--- src/rtl/up_down_counter_n_if.sv ---
// Control and status bundle for up_down_counter_n: the user side drives the
// count controls and load value, the counter side returns Q and its flags.
interface up_down_counter_n_if #(
  parameter int WIDTH = 3
);
  logic             en;
  logic             m;
  logic             load;
  logic [WIDTH-1:0] d;
  logic             sat;
  logic [WIDTH-1:0] Q;
  logic             tc;
  logic             ovf;

  // No handshake: every control is level-sampled on each rising edge, and
  // Q/ovf are valid for the whole cycle that follows.
  modport master (
    output en, m, load, d, sat,
    input  Q, tc, ovf
  );

  modport slave (
    input  en, m, load, d, sat,
    output Q, tc, ovf
  );
endinterface

--- src/rtl/up_down_counter_n.sv ---
// Parametrised synchronous up/down counter with modulus, parallel load,
// enable, wrap-or-saturate bounds, a terminal-count flag and a bound-event pulse.
module up_down_counter_n #(
  parameter int WIDTH     = 3,
  parameter int MODULUS   = 2 ** WIDTH,
  parameter int RESET_VAL = 0
) (
  input  logic               clk,
  input  logic               clr,
  up_down_counter_n_if.slave bus
);

  localparam logic [WIDTH-1:0] MAX_V   = WIDTH'(MODULUS - 1);
  localparam logic [WIDTH-1:0] RESET_V = WIDTH'(RESET_VAL);
  localparam logic [WIDTH-1:0] ONE_V   = WIDTH'(1);

  logic [WIDTH-1:0] q;
  logic [WIDTH-1:0] q_next;
  logic             ovf;
  logic             ovf_next;
  logic             at_top;
  logic             at_bot;

  // Bounds come from MODULUS rather than carry-out, so non-power-of-two
  // ranges wrap at MODULUS-1 instead of 2**WIDTH-1.
  assign at_top = (q == MAX_V);
  assign at_bot = (q == '0);

  always_comb begin
    q_next   = q;
    ovf_next = 1'b0;
    if (bus.load) begin
      q_next = (bus.d > MAX_V) ? MAX_V : bus.d;
    end else if (bus.en) begin
      if (!bus.m) begin
        if (at_top) begin
          q_next   = bus.sat ? q : '0;
          ovf_next = 1'b1;
        end else begin
          q_next = q + ONE_V;
        end
      end else begin
        if (at_bot) begin
          q_next   = bus.sat ? q : MAX_V;
          ovf_next = 1'b1;
        end else begin
          q_next = q - ONE_V;
        end
      end
    end
  end

  always_ff @(posedge clk or negedge clr) begin
    if (!clr) begin
      q   <= RESET_V;
      ovf <= 1'b0;
    end else begin
      q   <= q_next;
      ovf <= ovf_next;
    end
  end

  // tc flags the cycle whose edge will produce the bound event.
  assign bus.tc  = bus.en & ~bus.load & (bus.m ? at_bot : at_top);
  assign bus.Q   = q;
  assign bus.ovf = ovf;

endmodule

--- src/flat_wrapper.sv ---
// flat-port wrapper written by rule: the top's interface ports become plain ports
module up_down_counter_n_flat 
#(
  parameter int WIDTH     = 3,
  parameter int MODULUS   = 2 ** WIDTH,
  parameter int RESET_VAL = 0
)
  (clk, clr, bus_en, bus_m, bus_load, bus_d, bus_sat, bus_Q, bus_tc, bus_ovf);
  up_down_counter_n_if #(.WIDTH(WIDTH)) bus_i ();
  input  logic clk;
  input  logic clr;
  input wire logic [$bits(bus_i.en)-1:0] bus_en;
  input wire logic [$bits(bus_i.m)-1:0] bus_m;
  input wire logic [$bits(bus_i.load)-1:0] bus_load;
  input wire logic [$bits(bus_i.d)-1:0] bus_d;
  input wire logic [$bits(bus_i.sat)-1:0] bus_sat;
  output wire logic [$bits(bus_i.Q)-1:0] bus_Q;
  output wire logic [$bits(bus_i.tc)-1:0] bus_tc;
  output wire logic [$bits(bus_i.ovf)-1:0] bus_ovf;
  assign bus_i.en = bus_en;
  assign bus_i.m = bus_m;
  assign bus_i.load = bus_load;
  assign bus_i.d = bus_d;
  assign bus_i.sat = bus_sat;
  assign bus_Q = bus_i.Q;
  assign bus_tc = bus_i.tc;
  assign bus_ovf = bus_i.ovf;
  up_down_counter_n #(.WIDTH(WIDTH), .MODULUS(MODULUS), .RESET_VAL(RESET_VAL)) u_core (.clk(clk), .clr(clr), .bus(bus_i));
endmodule
--- config.mk ---
export PLATFORM = sky130hd
export DESIGN_NAME = up_down_counter_n_flat
export DESIGN_NICKNAME = d
export VERILOG_FILES = /design/src/rtl/up_down_counter_n_if.sv /design/src/rtl/up_down_counter_n.sv /design/src/flat_wrapper.sv
export SDC_FILE = /design/constraint.sdc
export NUM_CORES = 1
export LEC_CHECK = 0
export ABC_AREA = 1
export CORE_AREA = 2 2 39 41
export CTS_CLUSTER_SIZE = 14
export DETAILED_ROUTE_END_ITERATION = 8
export DIE_AREA = 0 0 41 43
export PLACE_DENSITY_LB_ADDON = 0.2
export SLEW_MARGIN = 20
export SYNTH_ARGS = -nofsm -noshare
export SYNTH_HDL_FRONTEND = slang
export SYNTH_SLANG_ARGS = --single-unit
--- constraint.sdc ---
create_clock -name clk -period 2.4 [get_ports clk]
set_input_delay 0.24 -clock clk [delete_from_list [all_inputs] [get_ports clk]]
set_output_delay 0.24 -clock clk [all_outputs]
set_load 0.05 [all_outputs]
==> results of run 1 <==
-- flip-flops by register name (all words and copies together) (netlist names) --
register / count
u_core.bus.Q: 3
u_core.bus.ovf: 1
-- synth_stat cells --
library cell / number / area (um2)
nand3_2: 1 / 10.01
o21ai_2: 1 / 8.760
ha_1: 4 / 50.05
nand3_1: 4 / 20.02
a21oi_1: 3 / 15.01
inv_1: 6 / 22.52
inv_2: 3 / 11.26
nand2_8: 1 / 20.02
nand2_2: 1 / 6.260
nand2_1: 17 / 63.81
nand4_1: 1 / 6.260
dfrtp_1: 4 / 100.1
nand2_4: 1 / 11.26
nor2_4: 2 / 22.52
a211oi_1: 2 / 15.01
o21ai_0: 1 / 5.000
nor2_1: 3 / 11.26
-- metrics by stage --
| step | utilization | std cells | total power [uW] |
|---|---|---|---|
| global placement | 0.3987 | 84 | 277.0 |
| detailed placement | 0.3987 | 84 | 275.5 |
| finish | 0.4150 | 87 | 353.8 |
| CTS | 0.4150 | 87 | 360.7 |
| floorplan | - | 55 | 217.1 |
| global route | 0.4150 | 87 | 387.7 |
-- cell families (layout without fill, tap and decap cells) --
group,count (synthesis),in the layout,share of synthesized area
AND/OR/NAND/NOR,31,31,0.4295
AO/OA/AOI/OAI,7,7,0.1097
adder cells (fa/ha/maj),4,4,0.1254
flip-flops,4,4,0.2508
buffers and inverters,9,25,0.08463
-- layer usage --
metal	global-route usage	up-vias	routed length [um]
met1	0.1526	169	388
met2	0.1781	10	379
met3	0.04712	0	41
li1	-	209	-
met4	0.02000	0	0
met5	0	-	0
-- worst paths after layout --
path / end / slack (ns) / cells past startpoint
setup reg to reg: u_core.bus.Q[0] / 0.97 / 8
setup / recovery: bus_tc / 0.54 / 5
hold reg to reg: u_core.bus.Q[1] / 0.54 / 2
hold / removal: u_core.bus.Q[2] / 0.20 / 1
max in group asynchronous: u_core.bus.Q[0] / 2.03 / 1
min in group clk: u_core.bus.Q[1] / 0.54 / 2
-- final cells by class --
type                    instances  area, um2
flip-flops and latches          4      100.1
well taps                      16      20.02
fillers                       150      809.5
multi-input cells              42      270.3
repair buffers                 13      127.6
inverters                       9      33.78
clock buffers                   3      22.52
-- power groups by stage --
stage                     Clock (uW)  Combinational (uW)  Sequential [uW]
after floorplan                    0                86.0              131
after global placement             0                 181             95.8
after detailed placement           0                 180             95.6
after CTS                       84.5                 181             94.9
after global routing            91.5                 199             97.3
final                           81.1                 178             94.5
==> impl_metrics.tcl, run 1 <==
set metrics [dict create \
    critical-path-top-delay-family "adder cells" \
    critical_path.max_stage_delay_ns 0.42 \
    netSwitchingPower_uw 150.3 \
    worstSetupEndpointType "primary output" \
    tightest_slew_ns 0.4929 \
    worstPathArrival_ns 1.62 \
    peakVddDrop_mv 0.3914 \
    coreArea_um2 1384 \
    synthCells 55 \
    cts_tree "yes" \
    drtIter0Drc 4 \
    rows 14 \
    final_common_cell "nand2_1" \
    via_per_inst 4.460 \
    yosysSeqAreaShare 0.2508 \
    design_area_um2 574.3 \
    ys_ff_latch 4 \
    syn_nets 68 \
    route.detailed.drc 0 \
    yosysUniqueCellTypes 17 \
    crit_buf_inv 1 \
    finalSetupTns_ns 0 \
    clockBufferDepth 2 \
    post-place-ws_ns 0.7315 \
    slew_violations 0 \
    vias 388 \
    insertion_delay_ns 0.23 \
    grt_pass1_wl_mm 1.393 \
    crit_required_ns 2.16 \
    period_minus_slack_ns 1.855 \
    crit_chain "ha_1, ha_1, nand2_8, a211oi_2, buf_4" \
    grt_max_degree 7 \
    antenna_found_initial 0 \
    cts_hold_buf 0 \
    dr.pass1.iters 2 \
    hold_viol_final 0 \
    die_area_um2 1763 \
    critPathMaxFanout 5 \
    rsz0062_at_grt "no" \
    ys.warnings.count 0 \
    final_cell_mix "nand2_1, clkdlybuf4s50_1, inv_1" \
    max-slew-margin-rel 0.6704 \
    postPlaceCellArea_um2 551.8 \
    track_usage 0.1168 \
    grt_pass1_vias 350 \
    hold_ws_ns 0.2041 \
    cts_buffers 3 \
    p_int_uw 203.5 \
    clkPwrFrac 0.229 \
    cts-resized-gates 0 \
    htree_levels 1 \
    cts.clk_slew.worst_paths_ns 0.04 \
    drive_above_1_share 0.2113 \
    syn_to_final_growth_pct 43.89 \
    layout.nets 86 \
    skew_ns 0.005471 \
    pwr-share-comb 0.504 \
    crit_type "reg2out" \
    cp_slowest_cell "dfrtp_1" \
    wl_um 808 \
    p_seq_frac 0.267 \
    hp-class "in2async" \
    grt_overflow 0 \
    path_common_cell "ha_1" \
    crit_start "u_core.bus.Q[0]" \
    start_util 0.2884 \
    period_share 0.7731 \
    drv_cap 0 \
    dp_hpwl_um 686.4 \
    antenna_left 0 \
    syn-cell-area_um2 399.1 \
    setup_slack_ns 0.5447 \
    clock.fmax_mhz 539.0 \
    power_density_nw_per_um2 616.1 \
    cts_setup_buffers 0 \
    swShare 0.4249 \
    io-pin-count 14 \
    crit_path_start_kind "register" \
    post_drt_wl_per_cell_um 9.287 \
    io_buffer_count 13 \
    synth.avg_cell_area_um2 7.257 \
    r2r_start "u_core.bus.Q[0]" \
    die_w_um 41 \
    setup_viol 0 \
    status "completed" \
    leakage_uw 0.0002838 \
    gp_congestion 0.7539 \
    ctsRootBufferMaster "clkbuf_4" \
    diodes 0 \
    cts_sinks 4 \
    die_h_um 43 \
]
(Power assumes the default switching activity.)
==> run 2: changes to the inputs <==
- clock period: 2.4 -> 1.9 ns (I/O delays scaled with it)
==> run 2 against run 1 <==
  * Combinational power rose by 33%
  * Wire length rose by 2.8%
  * Hold slack got worse by 0.048 ns
  * Largest power group unchanged
  * Total power rose by 30%
  * Core utilization rose by 2.2 points
  * Count of clock-buffer cells in the layout did not move
  * Register-to-register slack got worse by 0.50 ns
  * Flip-flop and latch count did not move
  * Highest routed layer unchanged
  * Cell count did not move
==> impl_metrics.tcl, run 2 (synthesis gave the netlist of run 1 again) <==
set metrics [dict create \
    peakVddDrop_mv 0.5236 \
    diodes 0 \
    die_w_um 41 \
    cts_tree "yes" \
    die_area_um2 1763 \
    crit_required_ns 1.71 \
    rsz0062_at_grt "no" \
    clock.fmax_mhz 560.1 \
    skew_ns 0.005233 \
    status "completed" \
    cts_hold_buf 0 \
    drt-met1-wl_um 372 \
    io-pin-count 14 \
    setup_viol 0 \
    slew_violations 0 \
    crit_path_start_kind "register" \
    r2r_end "u_core.bus.Q[0]" \
    worstSetupEndpointType "primary output" \
    route.detailed.drc 0 \
    wl_um 831 \
    finalSetupTns_ns 0 \
    hold_ws_ns 0.1563 \
    period_minus_slack_ns 1.785 \
    vias 389 \
    gp_congestion 0.7842 \
    worstPathArrival_ns 1.60 \
    syn_to_final_growth_pct 51.41 \
    crit_chain "inv_1, ha_2, nand3_2, a211oi_4, buf_12" \
    dr.pass1.iters 3 \
    max-slew-margin-rel 0.6702 \
    maxUsedRoutingLayer "met3" \
    crit_type "reg2out" \
    antenna_left 0 \
    antenna_found_initial 0 \
    grt_pass1_vias 364 \
    r2r_start "u_core.bus.Q[0]" \
    ctsRootBufferMaster "clkbuf_4" \
    setup_slack_ns 0.1146 \
    crit_end "bus_tc" \
    final_cell_mix "nand2_1, clkdlybuf4s50_1, inv_1" \
    power_density_nw_per_um2 761.4 \
    dp_hpwl_um 689.8 \
    crit_cells 5 \
    critical_path.max_stage_delay_ns 0.43 \
    crit_start "u_core.bus.Q[0]" \
    post_drt_wl_per_cell_um 9.552 \
    leakage_uw 0.0002836 \
    cts.clk_slew.worst_paths_ns 0.04 \
    drv_cap 0 \
    drive_above_1_share 0.2676 \
    met2_length_um 404 \
    layout.nets 86 \
    grt_overflow 0 \
    htree_levels 1 \
    start_util 0.2884 \
    r2r_setup_slack_ns 0.47 \
    largest_reg_flops 3 \
    die_h_um 43 \
    post-place-ws_ns 0.2595 \
    insertion_delay_ns 0.23 \
    rows 14 \
    hold_viol_final 0 \
    cp_slowest_cell "dfrtp_2" \
    wl_met3_um 54 \
    grt_pass1_wl_mm 1.483 \
    drtIter0Drc 7 \
    period_share 0.9397 \
    coreArea_um2 1384 \
    hp-class "in2async" \
    cts_buffers 3 \
    final_common_cell "nand2_1" \
    critPathMaxFanout 5 \
    tightest_slew_ns 0.4931 \
    cts_sinks 4 \
    critical-path-top-delay-family "flip-flops" \
    track_usage 0.1279 \
    worstRegToRegCells 8 \
    io_buffer_count 13 \
    n_fill_cell 152 \
    clockBufferDepth 2 \
    grt_max_degree 7 \
    via_per_inst 4.471 \
    crit_buf_inv 2 \
]
run 2: where the power goes:
| part | switching [uW] | internal [uW] |
|---|---|---|
| clock network | 32.0 | 70.4 |
| registers | 19.9 | 102 |
| logic | 144 | 92.7 |
| total | 195 | 265 |
run 2: metal layers:
layer	up-vias	global-route usage
met4	0	0.02000
met2	10	0.1719
met3	0	0.07853
met1	171	0.1753
li1	208	-
met5	-	0
run 2: repair_timing:
item                                    in CTS  in global routing
setup buffers                                0                  0
resized for setup                            0                  2
endpoints found under the setup margin       0                  1
run 2: worst reg2reg max path, stage by stage, from the launching register on:
cell,delay (ns)
dfrtp_2,0.43
ha_1,0.21
ha_1,0.25
nand2_8,0.12
nor2_4,0.05
inv_2,0.05
nand3_2,0.09
nand2_1,0.07
nand2_1,0.05
run 2: worst min path at each step:
stage,from,cells after the start,endpoint,slack [ns]
finish,clr,1,u_core.bus.Q[2],0.16
global route,clr,1,u_core.bus.Q[2],0.16
CTS,clr,1,u_core.bus.Q[2],0.16
detailed placement,clr,1,u_core.bus.Q[2],0.41
global placement,clr,1,u_core.bus.Q[2],0.40
floorplan,clr,0,u_core.bus.Q[0],-0.11
run 2: through the flow:
| step | std cells | area (um2) | total power [uW] | utilization |
|---|---|---|---|---|
| final | 87 | 604.3 | 460.2 | 0.4367 |
| after global routing | 87 | 604.3 | 510.8 | 0.4367 |
| after CTS | 87 | 596.8 | 463.9 | 0.4313 |
| after detailed placement | 84 | 574.3 | 356.5 | 0.4150 |
| after global placement | 84 | 574.3 | 356.6 | 0.4150 |
| after floorplan | 55 | 414.1 | 278.8 | - |
run 2: final cells by class:
cell class	instances	area (um2)	share of cell area
clock buffer	3	22.52	0.03727
inverter	9	33.78	0.05590
sequential	4	102.6	0.1698
multi-input combinational	42	285.3	0.4721
tap	16	20.02	0.03313
timing repair buffer	13	140.1	0.2319
==> run 3: changes to the inputs <==
- GPL_ROUTABILITY_DRIVEN: unset -> 0
==> results of run 3 <==
The final DEF is identical to that of run 2; final timing and power are the same.
